--- src/rtl/md_issue_queue.sv ---
// md_issue_queue: in-order buffer of mult/multu/div/divu/mthi/mtlo ops feeding the HI/LO multiply/divide unit.
// Latency: accepted at edge N, issued earliest in cycle N+1; zero-cycle issue into an empty idle queue when MDQ_BYPASS_EN is defined.
// Backpressure: in_ready drops while full, head issues only while xalu_busy is low, stall freezes F/D/E for pending HI/LO reads.
module md_issue_queue #(
    parameter int DEPTH = 4,
    parameter int PTR_W = $clog2(DEPTH)
) (
    input  logic             clk,
    input  logic             reset,
    input  logic             in_valid,
    output logic             in_ready,
    input  logic [3:0]       in_op,
    input  logic [31:0]      in_a,
    input  logic [31:0]      in_b,
    input  logic             flush,
    input  logic             hilo_read,
    output logic             stall,
    output logic [3:0]       xalu_op,
    output logic [31:0]      xalu_in1,
    output logic [31:0]      xalu_in2,
    output logic             xalu_hlwr,
    input  logic             xalu_busy,
    output logic             illegal_op,
    output logic [PTR_W:0]   occupancy
);

    typedef struct packed {
        logic [3:0]  op;
        logic [31:0] a;
        logic [31:0] b;
    } entry_t;

    localparam logic [PTR_W:0]   OCC_FULL = (PTR_W+1)'(DEPTH);
    localparam logic [PTR_W:0]   OCC_ONE  = (PTR_W+1)'(1);
    localparam logic [PTR_W-1:0] PTR_ONE  = PTR_W'(1);

    entry_t           mem [DEPTH];
    logic [PTR_W-1:0] rd_ptr;
    logic [PTR_W-1:0] wr_ptr;

    logic   op_legal;
    logic   q_empty;
    logic   accept;
    logic   push;
    logic   pop;
    logic   bypass;
    entry_t new_ent;
    entry_t head;
    entry_t issue;

    // Decode the six HI/LO op codes the unit understands.
    always_comb begin
        op_legal = 1'b0;
        case (in_op)
            4'b0000, 4'b0001, 4'b0010, 4'b0011, 4'b0110, 4'b0111: op_legal = 1'b1;
            default: op_legal = 1'b0;
        endcase
    end

    // in_ready depends only on registered occupancy, so a pop never opens a slot in the same cycle.
    assign in_ready = (occupancy != OCC_FULL);
    assign q_empty  = (occupancy == '0);
    assign accept   = in_valid & in_ready & ~flush;
    assign pop      = ~q_empty & ~xalu_busy & ~flush;

`ifdef MDQ_BYPASS_EN
    // Empty, idle queue: hand the incoming op straight to the unit without storing it.
    assign bypass = q_empty & in_valid & op_legal & ~xalu_busy & ~flush;
`else
    assign bypass = 1'b0;
`endif

    // Illegal ops are consumed but never stored; bypassed ops skip storage.
    assign push = accept & op_legal & ~bypass;

    assign new_ent   = '{op: in_op, a: in_a, b: in_b};
    assign head      = mem[rd_ptr];
    assign issue     = bypass ? new_ent : head;
    assign xalu_op   = issue.op;
    assign xalu_in1  = issue.a;
    assign xalu_in2  = issue.b;
    assign xalu_hlwr = pop | bypass;

    // mfhi/mflo must wait until nothing older is queued or still running; a blocked producer also holds the pipe.
    assign stall = (hilo_read & (~q_empty | xalu_busy)) | (in_valid & ~in_ready);

    // Entry storage; contents need no reset since occupancy gates every read.
    always_ff @(posedge clk) begin
        if (push) begin
            mem[wr_ptr] <= new_ent;
        end
    end

    // Pointers, occupancy and illegal-op pulse; flush drops every unissued entry.
    always_ff @(posedge clk or posedge reset) begin
        if (reset) begin
            rd_ptr     <= '0;
            wr_ptr     <= '0;
            occupancy  <= '0;
            illegal_op <= 1'b0;
        end else if (flush) begin
            rd_ptr     <= wr_ptr;
            occupancy  <= '0;
            illegal_op <= 1'b0;
        end else begin
            if (push) begin
                wr_ptr <= wr_ptr + PTR_ONE;
            end
            if (pop) begin
                rd_ptr <= rd_ptr + PTR_ONE;
            end
            if (push & ~pop) begin
                occupancy <= occupancy + OCC_ONE;
            end else if (pop & ~push) begin
                occupancy <= occupancy - OCC_ONE;
            end
            illegal_op <= accept & ~op_legal;
        end
    end

endmodule
--- config.mk ---
export PLATFORM = sky130hd
export DESIGN_NAME = md_issue_queue
export DESIGN_NICKNAME = d
export VERILOG_FILES = /design/src/rtl/md_issue_queue.sv
export SDC_FILE = /design/constraint.sdc
export NUM_CORES = 1
export LEC_CHECK = 0
export BUFFER_PORTS_ARGS = -buffer_cell sky130_fd_sc_hd__buf_4
export CAP_MARGIN = 40
export CORE_AREA = 2 2 146 148
export DETAILED_ROUTE_END_ITERATION = 10
export DIE_AREA = 0 0 148 150
export PLACE_DENSITY = 0.75
export SYNTH_ARGS = -nofsm -noshare
export SYNTH_HDL_FRONTEND = slang
export SYNTH_SLANG_ARGS = --single-unit
--- constraint.sdc ---
create_clock -name clk -period 3.4 [get_ports clk]
set_input_delay 0.34 -clock clk [delete_from_list [all_inputs] [get_ports clk]]
set_output_delay 0.34 -clock clk [all_outputs]
set_load 0.03 [all_outputs]
# Yosys cells after proc, flatten, opt, wreduce, memory -nomap -nowiden
# Memory sizes are Yosys's and may differ from the RTL's.
# Index checks and enable logic that the tools add are counted.
[totals]
register_bits = 8
out_inout_bits = 75
elab_cells = 49
n_memories = 1
ramBits = 272
[memory_table]
columns = ["name", "depth", "width", "read_ports", "rd_clocked_by_memory_dff", "wr", "line_no", "text"]
rows = [
  ["mem", 4, 68, 1, 0, 1, "37", "entry_t mem [DEPTH];"],
]
[classes]
reduce_logical = 6
bitwise = 19
n_eq_ne = 6
muxes = 9
add_sub_neg = 4
[op_table]
columns = ["op", "count"]
rows = [
  ["$and A1 B1 Y1", 10],
  ["$mux W3", 3],
  ["$eq A4 B2 Y1 const B", 2],
  ["$eq A4 B3 Y1 const B", 2],
  ["$not A1 Y1", 7],
  ["$reduce_or A6 Y1", 1],
  ["$add A2 B1 Y2 const B", 2],
  ["$eq A4 B1 Y1 const B", 1],
  ["$logic_not A4 Y1", 1],
  ["$mux W1", 4],
  ["$mux W2", 2],
  ["$add A3 B1 Y3 const B", 1],
  ["$logic_not A3 Y1", 1],
  ["$ne A3 B3 Y1 const B", 1],
  ["$reduce_bool A3 Y1", 1],
  ["$sub A3 B1 Y3 const B", 1],
  ["$or A1 B1 Y1", 2],
  ["$reduce_and A2 Y1", 1],
  ["$reduce_bool A2 Y1", 1],
]

# Depth between registers and ports, before layout
# Gate-level depths: netlist of run 1.
[depth]
word_depth = 9
ltp_mapped = 9

# Worst setup path after synthesis of run 1
# No wires, ideal clock.
[synth_path]
path_kind = "register to register"
from = "reg occupancy[1]"
to = "mem mem[0][0] in the netlist's numbering (enable)"
synth_period_minus_slack_ps = 3504
stages_incl_launch_ff = 5
t_arrival_ps = 3071
slack_ps = -104
n_path_buf = 1
setup_time_ps = 434
path_cell_list = "dfrtp_1 -> nor2_1 -> a2111oi_4 -> buf_2 -> and2_1"
[synth_via]
elab_chain_cells = 6
[synth_lines]
columns = ["element", "line_no", "text"]
rows = [
  ["from (decl)", "24", "output logic [PTR_W:0] occupancy"],
  ["from (signal assigned)", "113", "occupancy <= occupancy + OCC_ONE;"],
  ["from (signal assigned)", "115", "occupancy <= occupancy - OCC_ONE;"],
  ["$ne A3 B3 Y1", "61", "assign in_ready = (occupancy != OCC_FULL);"],
  ["$and A1 B1 Y1 (2 in series)", "63", "assign accept = in_valid & in_ready & ~flush;"],
  ["$and A1 B1 Y1", "74", "assign push = accept & op_legal & ~bypass;"],
  ["$mux W1", "89", "if (push) begin"],
  ["$mux W1 (not written as such)", "90", "mem[wr_ptr] <= new_ent;"],
  ["to (decl)", "37", ""],
]
# Every way passes these cells.

# Worst setup path in the final report of run 1
[layout_path]
from = "reg rd_ptr[0]"
to = "out xalu_in2[11]"
[layout_via]
elab_chain_cells = 1
[layout_lines]
columns = ["element", "line_no", "text"]
rows = [
  ["from (decl)", "38", "logic [PTR_W-1:0] rd_ptr;"],
  ["from (signal assigned)", "102", "rd_ptr <= wr_ptr;"],
  ["from (signal assigned)", "110", "rd_ptr <= rd_ptr + PTR_ONE;"],
  ["$mem_v2 Z4 W68", "--", ""],
  ["to (decl)", "20", "output logic [31:0] xalu_in2,"],
]
# Every way passes these cells.

==> run_results.csv, run 1 <==
group,metric,value,unit
synthesis,async_reset_ff_frac,0.02857,
timing,setup-tns-final,0,ns
worst_hold_path,min-delay-path-class,"input pin to register",
critical_path,end_kind,"output port",
detailed_routing,antenna_left,0,
placed_design,place_congestion,0.7227,
run,cap_violations,0,
layout,final_nets,700,
global_routing,grt_pass1_vias,5326,
layout,final_common_cell,"edfxtp_1",
clock_network,insertion_delay,0.53,ns
timing,rsz0062_at_grt,"false",
clock_network,ctsResizeCount,0,
clock_network,cts.sinks,280,
detailed_routing,wl_per_cell,21.24,µm
detailed_routing,wl,19.47,mm
critical_path,crit_chain,"buf_4 -> mux4_2 -> buf_4",
die,start_util,0.5028,
synthesis,ys_warn_count,0,
detailed_routing,drtIter0Drc,299,
critical_path,critical-path-slowest-cell,"dfrtp_4",
placed_design,place_hpwl,11.61,mm
synthesis,syn_nets,503,
critical_path,startpoint_type,"register",
layout,area_growth,26.47,%
synthesis,ys_seq_elements,280,
timing,worst_slew_pin_slew,0.8012,ns
timing,drv_slew,0,
clock_network,root_buffer,"clkbuf_16",
timing,fmax,0.3648,GHz
layout,drive_above_1_share,0.4243,
global_routing,antenna_found_initial,1,
synthesis,synth_ff_type,"edfxtp_1",
synthesis,syn_avg_cell_area,24.54,µm²
synthesis,seq_area_frac_synth,0.8043,
placed_design,portBuffers,148,
clock_network,clk_pin_slew,0.06,ns
detailed_routing,num_vias,4937,
timing,fin_crit_sh,0.8062,
synthesis,ys_types,34,
die,design.die.area,22200,µm²
run_status,outcome,"completed",
clock_network,htreeDepth,1,
layout,final_cell_mix,"edfxtp_1 (272), buf_4 (151), mux4_2 (68)",
detailed_routing,first_pass_iters,5,
pwr,ir_worst_vdd,0.0004707,V
global_routing,grt-ovfl-total,0,
synthesis,synth_cells,424,
critical_path,cp_common_cell,"buf_4",
die,die_y,150,µm
critical_path,arrival,2.40,ns
timing,relSlewSlack,0.4617,
global_routing,gr-usage-all-layers,0.1768,
global_routing,grt_first_pass_wirelength,29.85,mm
die,ios,149,
global_routing,grt_start_max_net_pins,44,
die,rows,53,
timing,hold_viol_final,0,
timing,skew,0.01224,ns
clock_network,numCtsBuffers,28,
synthesis,syn-cell-area,10400,µm²
pwr,power_density,808.4,nW/µm²
detailed_routing,drt-vias-per-instance,5.384,
synthesis,synth-edff-count,272,
critical_path,crit_path_max_fanout,21,
clock_network,cts_tree,"done",
die,core,20690,µm²
critical_path,slowest_delay,0.71,ns
critical_path,crit_required,3.06,ns
layout,fin_util,0.6359,
timing,setup_viol,0,
clock_network,clockBufferDepth,3,
detailed_routing,drc,0,
pwr,p_leak,4.484,nW
die,die_w,148,µm
critical_path,crit_type,"register to output port",
timing,fin_crit,2.741,ns
[cells in the mapped netlist, types with 3 or more instances]
cell        n  area (µm²)
dfrtp_1     8       200.2
nor3_1      3       15.01
nand2_1     4       15.01
buf_2       9       45.04
xnor2_1     3       26.28
clkbuf_1    9       33.78
o21ai_0     4       20.02
a21oi_1     3       15.01
nor2_1      4       15.01
and2_1      4       25.02
mux4_2     68        1531
edfxtp_1  272        8168
ha_1        4       50.05
nor2b_1     3       18.77
inv_1       7       26.28
[sequential cells by signal, summed over array words and instances, names as in the netlist]
signal,count
wr_ptr,2
rd_ptr,2
occupancy,3
illegal_op,1
mem,272
[area by class of cell]
class,count,area [µm²]
sequential,280,8376
fill,1401,7532
multi-input combinational,117,1929
timing repair buffer,187,1554
clock buffer,36,752.0
tap,275,344.1
clock inverter,14,173.9
inverter,7,26.28
antenna,1,2.502
[repair_timing]
item / 4_1_cts / 5_1_grt
hold buffers: 30 / 0
endpoints found under the hold margin: 93 / 0
buffers inserted: 0 / 0
setup endpoints to repair: 0 / 0
[cell families after synthesis]
| family | share of synthesized area |
|---|---|
| compound gates | 0.009982 |
| xor+xnor | 0.004691 |
| fa+ha+maj | 0.006735 |
| buf+inv | 0.01118 |
| flops | 0.8043 |
| mux | 0.1482 |
| simple gates | 0.01491 |
[routing by layer]
layer / vias up / part of all wire / routed length, µm / GRT usage
met3: 30 / 0.054 / 1055 / 0.02774
met5: - / 0 / 0 / 0
met4: 0 / 0.018 / 356 / 0.05000
met2: 159 / 0.53 / 10340 / 0.3120
li1: 2190 / - / - / -
met1: 2558 / 0.40 / 7724 / 0.2307
[worst max-delay path, delay by kind of cell, from the launching register on]
family	cells	cell delay (ns)
flops	1	0.71
buf+inv	2	0.58
mux	1	0.57
[report_power, final]
part           total [W]  internal (W)  switching (W)
sequential       0.00420       0.00398       0.000224
combinational    0.00335       0.00149        0.00186
clock            0.00308       0.00186        0.00122
[final timing paths]
path / startpoint / endpoint / slack [ns] / cells past startpoint
hold / removal: in_b[9] / mem[2][9]$_DFFE_PP_ / 0.02 / 1
setup / recovery: rd_ptr[0]$_DFFE_PP0P_ / xalu_in2[11] / 0.66 / 3
max in group asynchronous: reset / rd_ptr[0]$_DFFE_PP0P_ / 2.79 / 3
setup reg to reg: occupancy[2]$_DFFE_PP0P_ / occupancy[2]$_DFFE_PP0P_ / 0.70 / 8
hold reg to reg: wr_ptr[1]$_DFFE_PP0P_ / rd_ptr[1]$_DFFE_PP0P_ / 0.58 / 2
min in group asynchronous: reset / occupancy[0]$_DFFE_PP0P_ / 0.34 / 3
[per-stage QoR]
step	hold WS (ns)	std cells	total power (W)	instance area [µm²]	setup slack, ns
3_3_place_gp	0.3203	836	0.007596	11930	0.7937
2_1_floorplan	0.1557	424	0.006465	10410	0.6404
4_1_cts	0.0001822	916	0.01075	13160	0.5654
3_5_place_dp	0.3207	836	0.007647	11930	0.7307
6_report	0.01729	917	0.01064	13160	0.6588
5_1_grt	0.00005551	917	0.01103	13160	0.4965
Note: power is estimated with default switching activity, not from simulation.
==> run 2, diff against run 1 <==
Clock period 3.4 ns to 2.5 ns, I/O delays scaled along.
==> run_results.csv, run 2 (synthesis gave the netlist of run 1 again) <==
group,metric,value,unit
timing,fin_crit_sh,0.9625,
critical_path,crit_type,"input pin to register",
die,die_w,148,µm
critical_path,critical-path-slowest-cell,"or4b_2",
clock_network,clockBufferDepth,3,
clock_network,insertion_delay,0.53,ns
global_routing,antenna_found_initial,1,
layout,multi_input_area,1941,µm²
clock_network,root_buffer,"clkbuf_16",
placed_design,portBuffers,148,
global_routing,grt_pass1_vias,5421,
run,cap_violations,0,
clock_network,clk_pin_slew,0.06,ns
global_routing,grt-ovfl-total,0,
critical_path,slowest_delay,0.66,ns
critical_path,crit_path_max_fanout,14,
critical_path,worst-r2r-cell-count,7,
die,rows,53,
die,core,20690,µm²
die,start_util,0.5028,
layout,largest_reg_flops,272,
global_routing,grt_first_pass_wirelength,29.71,mm
pwr,ir_worst_vdd,0.0006128,V
layout,top_register,"mem",
layout,area.sequential,8379,µm²
placed_design,post-place-ws,0.09426,ns
detailed_routing,antenna_left,0,
timing,relSlewSlack,0.7213,
layout,final_common_cell,"edfxtp_1",
layout,final_area,13610,µm²
timing,fin_crit,2.406,ns
placed_design,place_congestion,0.8264,
timing,setup-tns-final,0,ns
critical_path,startpoint_type,"input pin",
detailed_routing,drt-vias-per-instance,5.322,
timing,fin_hold_ws,0.08382,ns
critical_path,crit_chain,"dlygate4sd3_1 -> buf_4 -> nand2b_1 -> a2111oi_4 -> nor2b_4 -> fa_1 -> inv_1 -> or4b_2 -> a21oi_2 -> a311o_1",
timing,skew,0.01503,ns
run_status,outcome,"completed",
layout,final_nets,747,
worst_hold_path,min-delay-path-class,"input pin to register",
die,ios,149,
layout,fillerInstances,1361,
worst_hold_path,hold_depth,3,
clock_network,htreeDepth,1,
timing,setup_viol,0,
global_routing,gr-usage-all-layers,0.1747,
die,die_y,150,µm
timing,drv_slew,0,
placed_design,postPlaceCellArea,12020,µm²
layout,final_cell_mix,"edfxtp_1 (272), buf_4 (154), dlygate4sd3_1 (71)",
critical_path,crit_required,2.96,ns
clock_network,numCtsBuffers,28,
clock_network,cts.sinks,280,
placed_design,place_hpwl,11.48,mm
timing,worst_slew_pin_slew,0.4181,ns
timing,hold_viol_final,0,
detailed_routing,wl,19.21,mm
global_routing,grt_start_max_net_pins,51,
critical_path,arrival,2.87,ns
die,design.die.area,22200,µm²
detailed_routing,drtIter0Drc,342,
detailed_routing,drc,0,
timing,worst_slack,0.09383,ns
pwr,p_leak,4.676,nW
detailed_routing,first_pass_iters,4,
timing,fmax,0.4156,GHz
critical_path,end_kind,"register",
layout,area_growth,30.86,%
pwr,power_density,1050,nW/µm²
layout,top_regs,"mem (272), occupancy (3)",
layout,drive_above_1_share,0.4113,
detailed_routing,wl_per_cell,19.92,µm
clock_network,cts_tree,"done",
detailed_routing,num_vias,5130,
-- run 2: cell types whose count changed in the layout (fill, tap and decap cells not counted), moves of 2 or more --
cell,previous run,this run
dlygate4sd3_1,30,71
clkinv_2,1,5
buf_4,151,154
dfrtp_1,6,3
dfrtp_2,0,3
buf_12,6,8
bufinv_16,4,2
clkbuf_1,7,9
clkinv_1,6,4
-- run 2: critical path, delay by kind of cell --
kind	cells	cell delay (ns)
buf+inv	3	0.79
compound gates	3	0.63
fa+ha+maj	1	0.16
simple gates	3	1.04
-- run 2: where the power goes --
part           internal (W)  switching, W
clock               0.00232       0.00159
sequential          0.00542      0.000162
combinational       0.00212       0.00269
-- run 2: cell type report --
| cell class | count | share of cell area |
|---|---|---|
| flip-flops and latches | 280 | 0.6155 |
| repair buffers | 234 | 0.1509 |
| multi-input cells | 117 | 0.1425 |
| clock buffers | 38 | 0.05579 |
| well taps | 275 | 0.02527 |
| clock inverters | 12 | 0.007904 |
| inverters | 7 | 0.001930 |
| diodes | 1 | 0.0001838 |
-- run 2: per-stage QoR --
step / utilization / std cells / total power [W]
after floorplan: - / 424 / 0.008805
after CTS: 0.6571 / 963 / 0.01446
after detailed placement: 0.5809 / 842 / 0.01045
final: 0.6580 / 964 / 0.01430
after global placement: 0.5809 / 842 / 0.01036
after global routing: 0.6579 / 963 / 0.01487
-- run 2: repair_timing --
item,4_1_cts,5_1_grt
gates resized for setup,0,3
hold endpoints to repair,282,0
buffers inserted,0,0
setup endpoints to repair,0,5
hold buffers,71,0
-- run 2: path summary, 6_finish.rpt --
kind	endpoint	slack [ns]	start
max	occupancy[2]$_DFFE_PP0P_	0.09	flush
min	occupancy[1]$_DFFE_PP0P_	0.08	xalu_busy
max reg2reg	occupancy[2]$_DFFE_PP0P_	0.15	occupancy[2]$_DFFE_PP0P_
min reg2reg	rd_ptr[1]$_DFFE_PP0P_	0.60	wr_ptr[1]$_DFFE_PP0P_
max in group asynchronous	rd_ptr[0]$_DFFE_PP0P_	1.97	reset
min in group asynchronous	occupancy[2]$_DFFE_PP0P_	0.24	reset
-- run 2: layer usage --
metal  wire length (µm)  part of all wire  track usage
met1               8117              0.42       0.2384
met2               9588              0.50       0.2975
met3               1131             0.059      0.02927
met4                369             0.019      0.04619
met5                  0                 0            0
==> run 3, diff against run 2 <==
Settings changed: GPL_TIMING_DRIVEN set to 0.
==> run_results.csv, run 3 (synthesis gave the netlist of run 1 again) <==
group,metric,value,unit
run_status,outcome,"completed",
global_routing,antenna_found_initial,0,
timing,drv_slew,0,
pwr,p_leak,4.699,nW
layout,fillerInstances,1387,
layout,antenna_cells,0,
detailed_routing,dr_wl_met3,1.361,mm
critical_path,critical-path-slowest-cell,"dfrtp_2",
clock_network,clockBufferDepth,3,
timing,worst_slew_pin_slew,0.4711,ns
die,ios,149,
pwr,ir_worst_vdd,0.0006523,V
die,design.die.area,22200,µm²
placed_design,portBuffers,147,
timing,rsz0062_at_grt,"true",
detailed_routing,drt-vias-per-instance,5.346,
timing,fin_crit,2.448,ns
global_routing,grt_pass1_vias,5791,
critical_path,crit_path_max_fanout,6,
layout,final_common_cell,"edfxtp_1",
layout,drive_above_1_share,0.4214,
detailed_routing,drc,0,
timing,hold_viol_final,0,
detailed_routing,drtIter0Drc,300,
layout,final_cell_mix,"edfxtp_1 (272), buf_4 (158), dlygate4sd3_1 (70)",
run,cap_violations,0,
timing,skew,0.009269,ns
timing,setup_viol,0,
layout,largest_reg_flops,272,
critical_path,crit_type,"register to register",
clock_network,clk_pin_slew,0.06,ns
clock_network,cts.sinks,280,
die,die_y,150,µm
critical_path,arrival,2.90,ns
detailed_routing,top_layer,"met4",
timing,fmax,0.4085,GHz
layout,final_nets,755,
timing,fin_crit_sh,0.9791,
clock_network,numCtsBuffers,27,
critical_path,crit_required,2.95,ns
global_routing,grt_first_pass_wirelength,31.26,mm
global_routing,grt_start_max_net_pins,44,
detailed_routing,num_vias,5175,
timing,fin_hold_ws,0.07445,ns
layout,top_regs,"mem (272), occupancy (3)",
timing,relSlewSlack,0.6842,
layout,area_growth,30.74,%
die,core,20690,µm²
clock_network,htreeDepth,1,
layout,top_register,"mem",
die,die_w,148,µm
critical_path,crit_chain,"nor2_1 -> a2111oi_4 -> buf_6 -> nor2b_2 -> fa_1 -> inv_1 -> o21ai_0 -> nor4b_2 -> a311o_1",
detailed_routing,antenna_left,0,
worst_hold_path,min-delay-path-class,"input pin to register",
placed_design,place_congestion,0.8437,
detailed_routing,first_pass_iters,4,
clock_network,insertion_delay,0.52,ns
die,start_util,0.5028,
clock_network,cts_tree,"done",
detailed_routing,wl_met1,8.235,mm
global_routing,grt-ovfl-total,0,
critical_path,slowest_delay,0.46,ns
timing,setup-tns-final,0,ns
critical_path,startpoint_type,"register",
detailed_routing,wl_met2,10.46,mm
die,rows,53,
critical_path,end_kind,"register",
detailed_routing,wl_per_cell,21.04,µm
global_routing,gr-usage-all-layers,0.1843,
detailed_routing,wl,20.37,mm
placed_design,place_hpwl,12.14,mm
pwr,power_density,1053,nW/µm²
clock_network,root_buffer,"clkbuf_16",
[run 3: changes by cell type in the layout (fill, tap and decap cells not counted), moves of 2 or more]
cell | previous run | this run
buf_12 | 8 | 0
clkbuf_2 | 0 | 5
buf_4 | 154 | 158
buf_16 | 1 | 4
buf_6 | 0 | 3
clkbuf_16 | 29 | 27
dfrtp_4 | 2 | 0
or4b_4 | 0 | 2
[run 3: path summary, 6_finish.rpt]
check | start | to | cells past startpoint | slack, ns
min reg2reg | wr_ptr[1]$_DFFE_PP0P_ | rd_ptr[1]$_DFFE_PP0P_ | 2 | 0.57
max | occupancy[1]$_DFFE_PP0P_ | occupancy[2]$_DFFE_PP0P_ | 9 | 0.05
max in group asynchronous | reset | rd_ptr[0]$_DFFE_PP0P_ | 3 | 1.98
min in group asynchronous | reset | wr_ptr[0]$_DFFE_PP0P_ | 3 | 0.24
min | flush | occupancy[1]$_DFFE_PP0P_ | 3 | 0.07
max reg2reg | occupancy[1]$_DFFE_PP0P_ | occupancy[2]$_DFFE_PP0P_ | 9 | 0.05
[run 3: routing by layer]
metal / track usage / vias to the layer above
met1: 0.2397 / 2687
met2: 0.3201 / 172
met3: 0.03994 / 25
li1: - / 2291
met5: 0 / -
met4: 0.04667 / 0
[run 3: area by class of cell]
type / count / area, µm² / area share
multi-input cells: 118 / 1962 / 0.1442
flip-flops and latches: 280 / 8373 / 0.6156
repair buffers: 224 / 1941 / 0.1427
clock buffers: 33 / 698.2 / 0.05133
inverters: 7 / 26.28 / 0.001932
well taps: 275 / 344.1 / 0.02530
clock inverters: 13 / 135.1 / 0.009935
plain buffers: 18 / 122.6 / 0.009015
[run 3: critical path, delay by kind of cell (launching register included)]
kind,cells,cell delay (ns)
simple gates,3,0.81
buf+inv,2,0.25
flops,1,0.46
fa+ha+maj,1,0.36
compound gates,3,0.50
[run 3: what timing repair did]
action / 4_1_cts / 5_1_grt
hold buffers: 70 / 0
hold endpoints to repair: 281 / 0
pin swaps: 1 / 5
setup endpoints to repair: 179 / 186
gates resized for setup: 16 / 9
gates cloned: 0 / 1
setup buffers: 3 / 0
[run 3: report_power, final]
part	total (W)	internal (W)	leakage (nW)	switching [W]
registers	0.00555	0.00541	2.55	0.000141
logic	0.00492	0.00214	1.74	0.00277
clock network	0.00386	0.00227	0.412	0.00158
total	0.0143	0.00983	4.70	0.00450
[run 3: metrics by stage]
stage,std cells,total power (W),instance area [µm²],utilization,setup WS (ns)
after floorplan,424,0.008805,10420,-,-0.1062
after global placement,846,0.01032,11870,0.5737,-0.7291
after detailed placement,850,0.01046,11980,0.5792,-0.2350
after CTS,967,0.01447,13570,0.6559,0.002675
after global routing,968,0.01490,13600,0.6574,-0.02172
final,968,0.01433,13600,0.6574,0.05218
